[src/rtl/decode_ctrl_stage.sv]
// Registered MIPS decode/control stage: decodes one instruction into a control
// bundle, holds it in a single-entry valid/ready register, and interlocks HI/LO users.
module decode_ctrl_stage #(
    parameter logic ENABLE_MULDIV  = 1'b1,
    parameter int   MULDIV_LATENCY = 4,
    parameter int   CNT_W          = 4
) (
    input  logic        clk_in,
    input  logic        rst_n_in,
    input  logic [31:0] instr_in,
    input  logic        instr_valid_in,
    output logic        instr_ready_out,
    input  logic        ex_ready_in,
    input  logic        flush_in,
    output logic        ctrl_valid_out,
    output logic [15:0] ctrl_out,
    output logic [3:0]  mmask_out,
    output logic        illegal_out,
    output logic [31:0] instr_out,
    output logic        muldiv_busy_out
);

    localparam logic [15:0] C_REGDST   = 16'h0001;
    localparam logic [15:0] C_REGWRITE = 16'h0002;
    localparam logic [15:0] C_ALUSRC   = 16'h0004;
    localparam logic [15:0] C_BRANCH   = 16'h0008;
    localparam logic [15:0] C_JUMP     = 16'h0010;
    localparam logic [15:0] C_MEMREAD  = 16'h0020;
    localparam logic [15:0] C_MEMWRITE = 16'h0040;
    localparam logic [15:0] C_MEMTOREG = 16'h0080;
    localparam logic [15:0] C_ATOMIC   = 16'h0100;
    localparam logic [15:0] C_BEQ      = 16'h0200;
    localparam logic [15:0] C_JAL      = 16'h0400;
    localparam logic [15:0] C_JR       = 16'h0800;
    localparam logic [15:0] C_LUI      = 16'h1000;
    localparam logic [15:0] C_ZEROEXT  = 16'h2000;
    localparam logic [15:0] C_MULDIV   = 16'h4000;
    localparam logic [15:0] C_HILORD   = 16'h8000;

    localparam logic [15:0] C_LOAD  = C_REGWRITE | C_ALUSRC | C_MEMREAD | C_MEMTOREG;
    localparam logic [15:0] C_STORE = C_ALUSRC | C_MEMWRITE;

    localparam logic [CNT_W-1:0] CNT_ZERO = {CNT_W{1'b0}};
    localparam logic [CNT_W-1:0] CNT_ONE  = {{(CNT_W-1){1'b0}}, 1'b1};
    localparam logic [CNT_W-1:0] CNT_LOAD = CNT_W'(MULDIV_LATENCY);

    typedef struct packed {
        logic [15:0] ctrl;
        logic [3:0]  mask;
        logic        illegal;
    } dec_t;

    // Illegal encodings leave ctrl and mask at zero; only the illegal flag is raised.
    function automatic dec_t decode(input logic [5:0] op, input logic [5:0] fn);
        dec_t d;
        d.ctrl    = 16'h0000;
        d.mask    = 4'h0;
        d.illegal = 1'b0;
        case (op)
            6'h00: begin
                case (fn)
                    6'h08: d.ctrl = C_JR;
                    6'h00, 6'h02, 6'h03,
                    6'h20, 6'h21, 6'h22, 6'h23,
                    6'h24, 6'h25, 6'h26, 6'h27,
                    6'h2a, 6'h2b: d.ctrl = C_REGDST | C_REGWRITE;
                    6'h10, 6'h12: begin
                        if (ENABLE_MULDIV) d.ctrl = C_REGDST | C_REGWRITE | C_HILORD;
                        else               d.illegal = 1'b1;
                    end
                    6'h18, 6'h19, 6'h1a, 6'h1b: begin
                        if (ENABLE_MULDIV) d.ctrl = C_MULDIV;
                        else               d.illegal = 1'b1;
                    end
                    default: d.illegal = 1'b1;
                endcase
            end
            6'h08, 6'h09, 6'h0a, 6'h0b: d.ctrl = C_REGWRITE | C_ALUSRC;
            6'h0c, 6'h0d: d.ctrl = C_REGWRITE | C_ALUSRC | C_ZEROEXT;
            6'h0f: begin
                d.ctrl = C_REGWRITE | C_ALUSRC | C_LUI;
                d.mask = 4'hf;
            end
            6'h04: d.ctrl = C_BRANCH | C_BEQ;
            6'h05: d.ctrl = C_BRANCH;
            6'h02: d.ctrl = C_JUMP;
            6'h03: d.ctrl = C_REGWRITE | C_JUMP | C_JAL;
            6'h23: begin
                d.ctrl = C_LOAD;
                d.mask = 4'hf;
            end
            6'h25: begin
                d.ctrl = C_LOAD;
                d.mask = 4'h3;
            end
            6'h24: begin
                d.ctrl = C_LOAD;
                d.mask = 4'h1;
            end
            6'h30: d.ctrl = C_LOAD;
            6'h2b: begin
                d.ctrl = C_STORE;
                d.mask = 4'hf;
            end
            6'h29: begin
                d.ctrl = C_STORE;
                d.mask = 4'h3;
            end
            6'h28: begin
                d.ctrl = C_STORE;
                d.mask = 4'h1;
            end
            6'h38: d.ctrl = C_REGWRITE | C_ALUSRC | C_MEMWRITE | C_ATOMIC;
            default: d.illegal = 1'b1;
        endcase
        return d;
    endfunction

    dec_t             in_dec_s;
    logic             busy_s;
    logic             hazard_s;
    logic             base_ready_s;
    logic             ready_s;
    logic             accept_s;
    logic             handoff_s;
    logic             valid_r;
    logic [15:0]      ctrl_r;
    logic [3:0]       mask_r;
    logic             illegal_r;
    logic [31:0]      instr_r;
    logic [CNT_W-1:0] cnt_r;

    // Decode of the incoming instruction, used for both capture and the HI/LO interlock.
    always_comb begin
        in_dec_s = decode(instr_in[31:26], instr_in[5:0]);
    end

    // Handshake: ready never looks at instr_valid_in except through the interlock.
    always_comb begin
        busy_s       = (cnt_r != CNT_ZERO);
        hazard_s     = busy_s & instr_valid_in & (in_dec_s.ctrl[14] | in_dec_s.ctrl[15]);
        base_ready_s = ~valid_r | ex_ready_in;
        ready_s      = base_ready_s & ~flush_in & ~hazard_s;
        accept_s     = instr_valid_in & ready_s;
        handoff_s    = valid_r & ex_ready_in;
    end

    // Entry valid flag: flush wins, then a new accept, then a plain handoff drains it.
    always_ff @(posedge clk_in or negedge rst_n_in) begin
        if (!rst_n_in) begin
            valid_r <= 1'b0;
        end else if (flush_in) begin
            valid_r <= 1'b0;
        end else if (accept_s) begin
            valid_r <= 1'b1;
        end else if (handoff_s) begin
            valid_r <= 1'b0;
        end else begin
            valid_r <= valid_r;
        end
    end

    // Entry payload: captured only on accept, otherwise held (stale while invalid).
    always_ff @(posedge clk_in or negedge rst_n_in) begin
        if (!rst_n_in) begin
            ctrl_r    <= 16'h0000;
            mask_r    <= 4'h0;
            illegal_r <= 1'b0;
            instr_r   <= 32'h0000_0000;
        end else if (accept_s) begin
            ctrl_r    <= in_dec_s.ctrl;
            mask_r    <= in_dec_s.mask;
            illegal_r <= in_dec_s.illegal;
            instr_r   <= instr_in;
        end else begin
            ctrl_r    <= ctrl_r;
            mask_r    <= mask_r;
            illegal_r <= illegal_r;
            instr_r   <= instr_r;
        end
    end

    // HI/LO busy counter: a mult/div leaving for EX reloads it, even under flush.
    always_ff @(posedge clk_in or negedge rst_n_in) begin
        if (!rst_n_in) begin
            cnt_r <= CNT_ZERO;
        end else if (handoff_s && ctrl_r[14]) begin
            cnt_r <= CNT_LOAD;
        end else if (cnt_r != CNT_ZERO) begin
            cnt_r <= cnt_r - CNT_ONE;
        end else begin
            cnt_r <= cnt_r;
        end
    end

    assign instr_ready_out = ready_s;
    assign ctrl_valid_out  = valid_r;
    assign ctrl_out        = ctrl_r;
    assign mmask_out       = mask_r;
    assign illegal_out     = illegal_r;
    assign instr_out       = instr_r;
    assign muldiv_busy_out = (cnt_r != CNT_ZERO);

endmodule
[config.mk]
export PLATFORM = sky130hd
export DESIGN_NAME = decode_ctrl_stage
export DESIGN_NICKNAME = d
export VERILOG_FILES = /design/src/rtl/decode_ctrl_stage.sv
export SDC_FILE = /design/constraint.sdc
export NUM_CORES = 1
export LEC_CHECK = 0
export BUFFER_PORTS_ARGS = -buffer_cell sky130_fd_sc_hd__buf_2
export CAP_MARGIN = 20
export CELL_PAD_IN_SITES_DETAIL_PLACEMENT = 1
export CELL_PAD_IN_SITES_GLOBAL_PLACEMENT = 2
export CORE_UTILIZATION = 31
export DETAILED_ROUTE_END_ITERATION = 6
export PLACE_DENSITY = 0.81
export RECOVER_POWER = 25
export SYNTH_ARGS = -nofsm -noshare
export SYNTH_HDL_FRONTEND = slang
export SYNTH_SLANG_ARGS = --single-unit
[constraint.sdc]
create_clock -name clk_in -period 2.2 [get_ports clk_in]
set_input_delay 0.22 -clock clk_in [delete_from_list [all_inputs] [get_ports clk_in]]
set_output_delay 0.22 -clock clk_in [all_outputs]
set_load 0.01 [all_outputs]
==> impl_metrics.env <==
export IMPL_status="complete, but fails checks"
export IMPL_failed_checks="max-capacitance violations, max-slew violations"
export IMPL_avgViaCountPerCell=4.85
export IMPL_remaining_drc_errors=0
export IMPL_critPathKind="reg2out"
export IMPL_synth_seq_cells=56
export IMPL_slew_viol_final=27
export IMPL_first_pass_iters=4
export IMPL_synthFlopType="dfrtp_1"
export IMPL_yosysMostFrequentCell="dfrtp_1"
export IMPL_cts_hold_buf=1
export IMPL_cp_max_fo=3
export IMPL_netlist_instances=245
export IMPL_worst_pin_slew_ps=1580
export IMPL_numCtsBuffers=5
export IMPL_insertion_delay_ps=310
export IMPL_synth_area_top_cells="dfrtp_1 (52%), mux2_2 (11%), nand2_1 (4.4%)"
export IMPL_cp_required_ps=1980
export IMPL_post_cts_buffers=0
export IMPL_root_buffer="clkbuf_8"
export IMPL_hp_class="in2reg"
export IMPL_wl_per_cell_um=15.0
export IMPL_initial_core_util_pct=32.5
export IMPL_cts_tree="built"
export IMPL_fmax_ghz=0.493
export IMPL_grt_pass1_wl_mm=10.7
export IMPL_synth_top_area_cell="dfrtp_1"
export IMPL_start_kind="flip-flop"
export IMPL_synthesis_area_sq_um=2710
export IMPL_async_flop_share_pct=100
export IMPL_p_per_area_nw_per_um2=772
export IMPL_grt_max_degree=58
export IMPL_synth_nets=284
export IMPL_drv_cap=1
export IMPL_grt_setup_unrepaired="no"
export IMPL_die_area_sq_um=9120
export IMPL_vdd_drop_max_mv=0.333
export IMPL_ios=93
export IMPL_num_rows=33
export IMPL_ys_seq_area_share_pct=51.7
export IMPL_fin_nets=379
export IMPL_finalClockSkew_ps=8.94
export IMPL_min_delay_path_depth=2
export IMPL_dieWidth_um=95.5
export IMPL_die_h_um=95.5
export IMPL_path_clk_slew_ps=100
export IMPL_drive_above_1_share_pct=39.0
export IMPL_ys_warn_count=0
export IMPL_p_leak_uw=0.00163
export IMPL_diodes=0
export IMPL_drt_antenna_violating_nets=0
export IMPL_cp_arrival_ps=1810
export IMPL_synth_enable_flop_cells=0
export IMPL_cts_resized_gates=0
export IMPL_nFillCells=999
export IMPL_finalSetupViolCount=0
export IMPL_core_sq_um=8340
export IMPL_cts_sinks=56
export IMPL_avgSynthCellArea_sq_um=11.1
export IMPL_dp_hpwl_mm=4.97
export IMPL_post_route_util_pct=41.0
export IMPL_place_gp_congestion=0.791
export IMPL_hold_violations=0
export IMPL_finalWirelength_mm=6.69
export IMPL_via_count=2165
export IMPL_netlist_top_cells_count="dfrtp_1 (56), nand2_1 (32), mux2_2 (26)"
export IMPL_synth_top_area_share_pct=51.7
export IMPL_grt_pass1_vias=2148
export IMPL_min_period_over_period_pct=92.1
export IMPL_cts_buffer_depth=2
export IMPL_setup_tns_ps=0
export IMPL_first_iter_violations=87
export IMPL_grt_usage_pct=15.1
export IMPL_syn2layout_area_growth_pct=26.1
export IMPL_period_minus_slack_ps=2030
export IMPL_maxSlewHeadroom_pct=-5.03
export IMPL_reg2reg_depth=7
export IMPL_grt_ovfl_total=0
export IMPL_synth_distinct_cells=50
export IMPL_port_buffers=92
export IMPL_antenna_found_initial=0
export IMPL_cts_max_level=2
export IMPL_crit_path_end_kind="output port"
==> sequential cells by signal (all words and copies together), names as in the netlist <==
signal,cells
cnt_r,4
illegal_out,1
ctrl_out,15
instr_out,32
mmask_out,3
ctrl_valid_out,1
==> through the flow <==
stage               worst slack, ps  power, uW  instance area, sq um  hold WS [ps]  std cells
floorplan                       193       1700                  2710         -75.6        245
global placement                260       1970                  3320           277        437
detailed placement              224       2000                  3320           285        437
CTS                             139       2700                  3440           100        446
global route                   78.4       2810                  3420           107        446
finish                          173       2640                  3420           111        446
==> kinds of logic after synthesis <==
family / after synthesis / share of synthesized area, %
mux: 27 / 11.2
flops: 56 / 51.7
simple gates: 74 / 14.0
xor+xnor: 3 / 0.969
fa+ha+maj: 3 / 1.29
buf+inv: 27 / 5.35
compound gates: 55 / 15.5
==> power by group <==
group	switching, uW	internal, uW	leakage [uW]
registers	92.7	1190	0.000698
clock network	341	339	0.0000552
logic	361	317	0.000880
==> critical path, cell delays in order, from the launching register on <==
cell	delay (ps)
dfrtp_1	420
inv_1	90
ha_1	140
or3b_1	390
nand2_2	110
nor2_1	50
a21oi_1	140
buf_2	150
==> layer usage <==
metal  share of wire, %  vias to the layer above  global-route usage (%)
met5                  0                        -                       0
met2                 47                       60                    24.5
met4                1.4                        0                    4.35
met1                 46                     1053                    20.2
li1                   -                     1044                       -
met3                5.6                        8                    3.27
==> placed cells by master (no fill, tap or decap), types with 2 or more instances in the layout <==
| cell | n |
|---|---|
| o21ai_0 | 19 |
| o41ai_2 | 5 |
| nand2_1 | 32 |
| a21oi_1 | 9 |
| nor2_1 | 11 |
| xor2_1 | 2 |
| o21bai_1 | 2 |
| dfrtp_1 | 56 |
| and3_1 | 4 |
| a31oi_1 | 2 |
| o22ai_1 | 3 |
| nand3b_1 | 2 |
| nor2b_1 | 6 |
| inv_1 | 10 |
| buf_12 | 3 |
| nand2b_1 | 4 |
| o31ai_1 | 2 |
| ha_1 | 2 |
| nor3b_1 | 2 |
| buf_2 | 75 |
| clkbuf_8 | 5 |
| buf_4 | 9 |
| o211ai_1 | 2 |
| clkbuf_1 | 18 |
| mux2_2 | 26 |
| nand3_1 | 3 |
==> area by class of cell <==
type,instances,area (sq um),area share (%)
multi-input cells,162,1160,34.1
clock inverters,2,35.0,1.02
well taps,105,131,3.84
repair buffers,105,577,16.9
inverters,10,37.5,1.10
flip-flops and latches,56,1400,41.0
clock buffers,6,72.6,2.12
==> worst paths after layout <==
kind,from,end,slack (ps)
worst max-delay path,cnt_r[0],instr_ready_out,170
worst min-delay path,flush_in,ctrl_valid_out,110
worst max register to register,cnt_r[0],instr_out[28],210
worst min register to register,ctrl_out[9],ctrl_out[9],490
max in group asynchronous,rst_n_in,instr_out[21],440
min in group asynchronous,rst_n_in,mmask_out[0],850
Note: power is estimated with default switching activity, not from simulation.
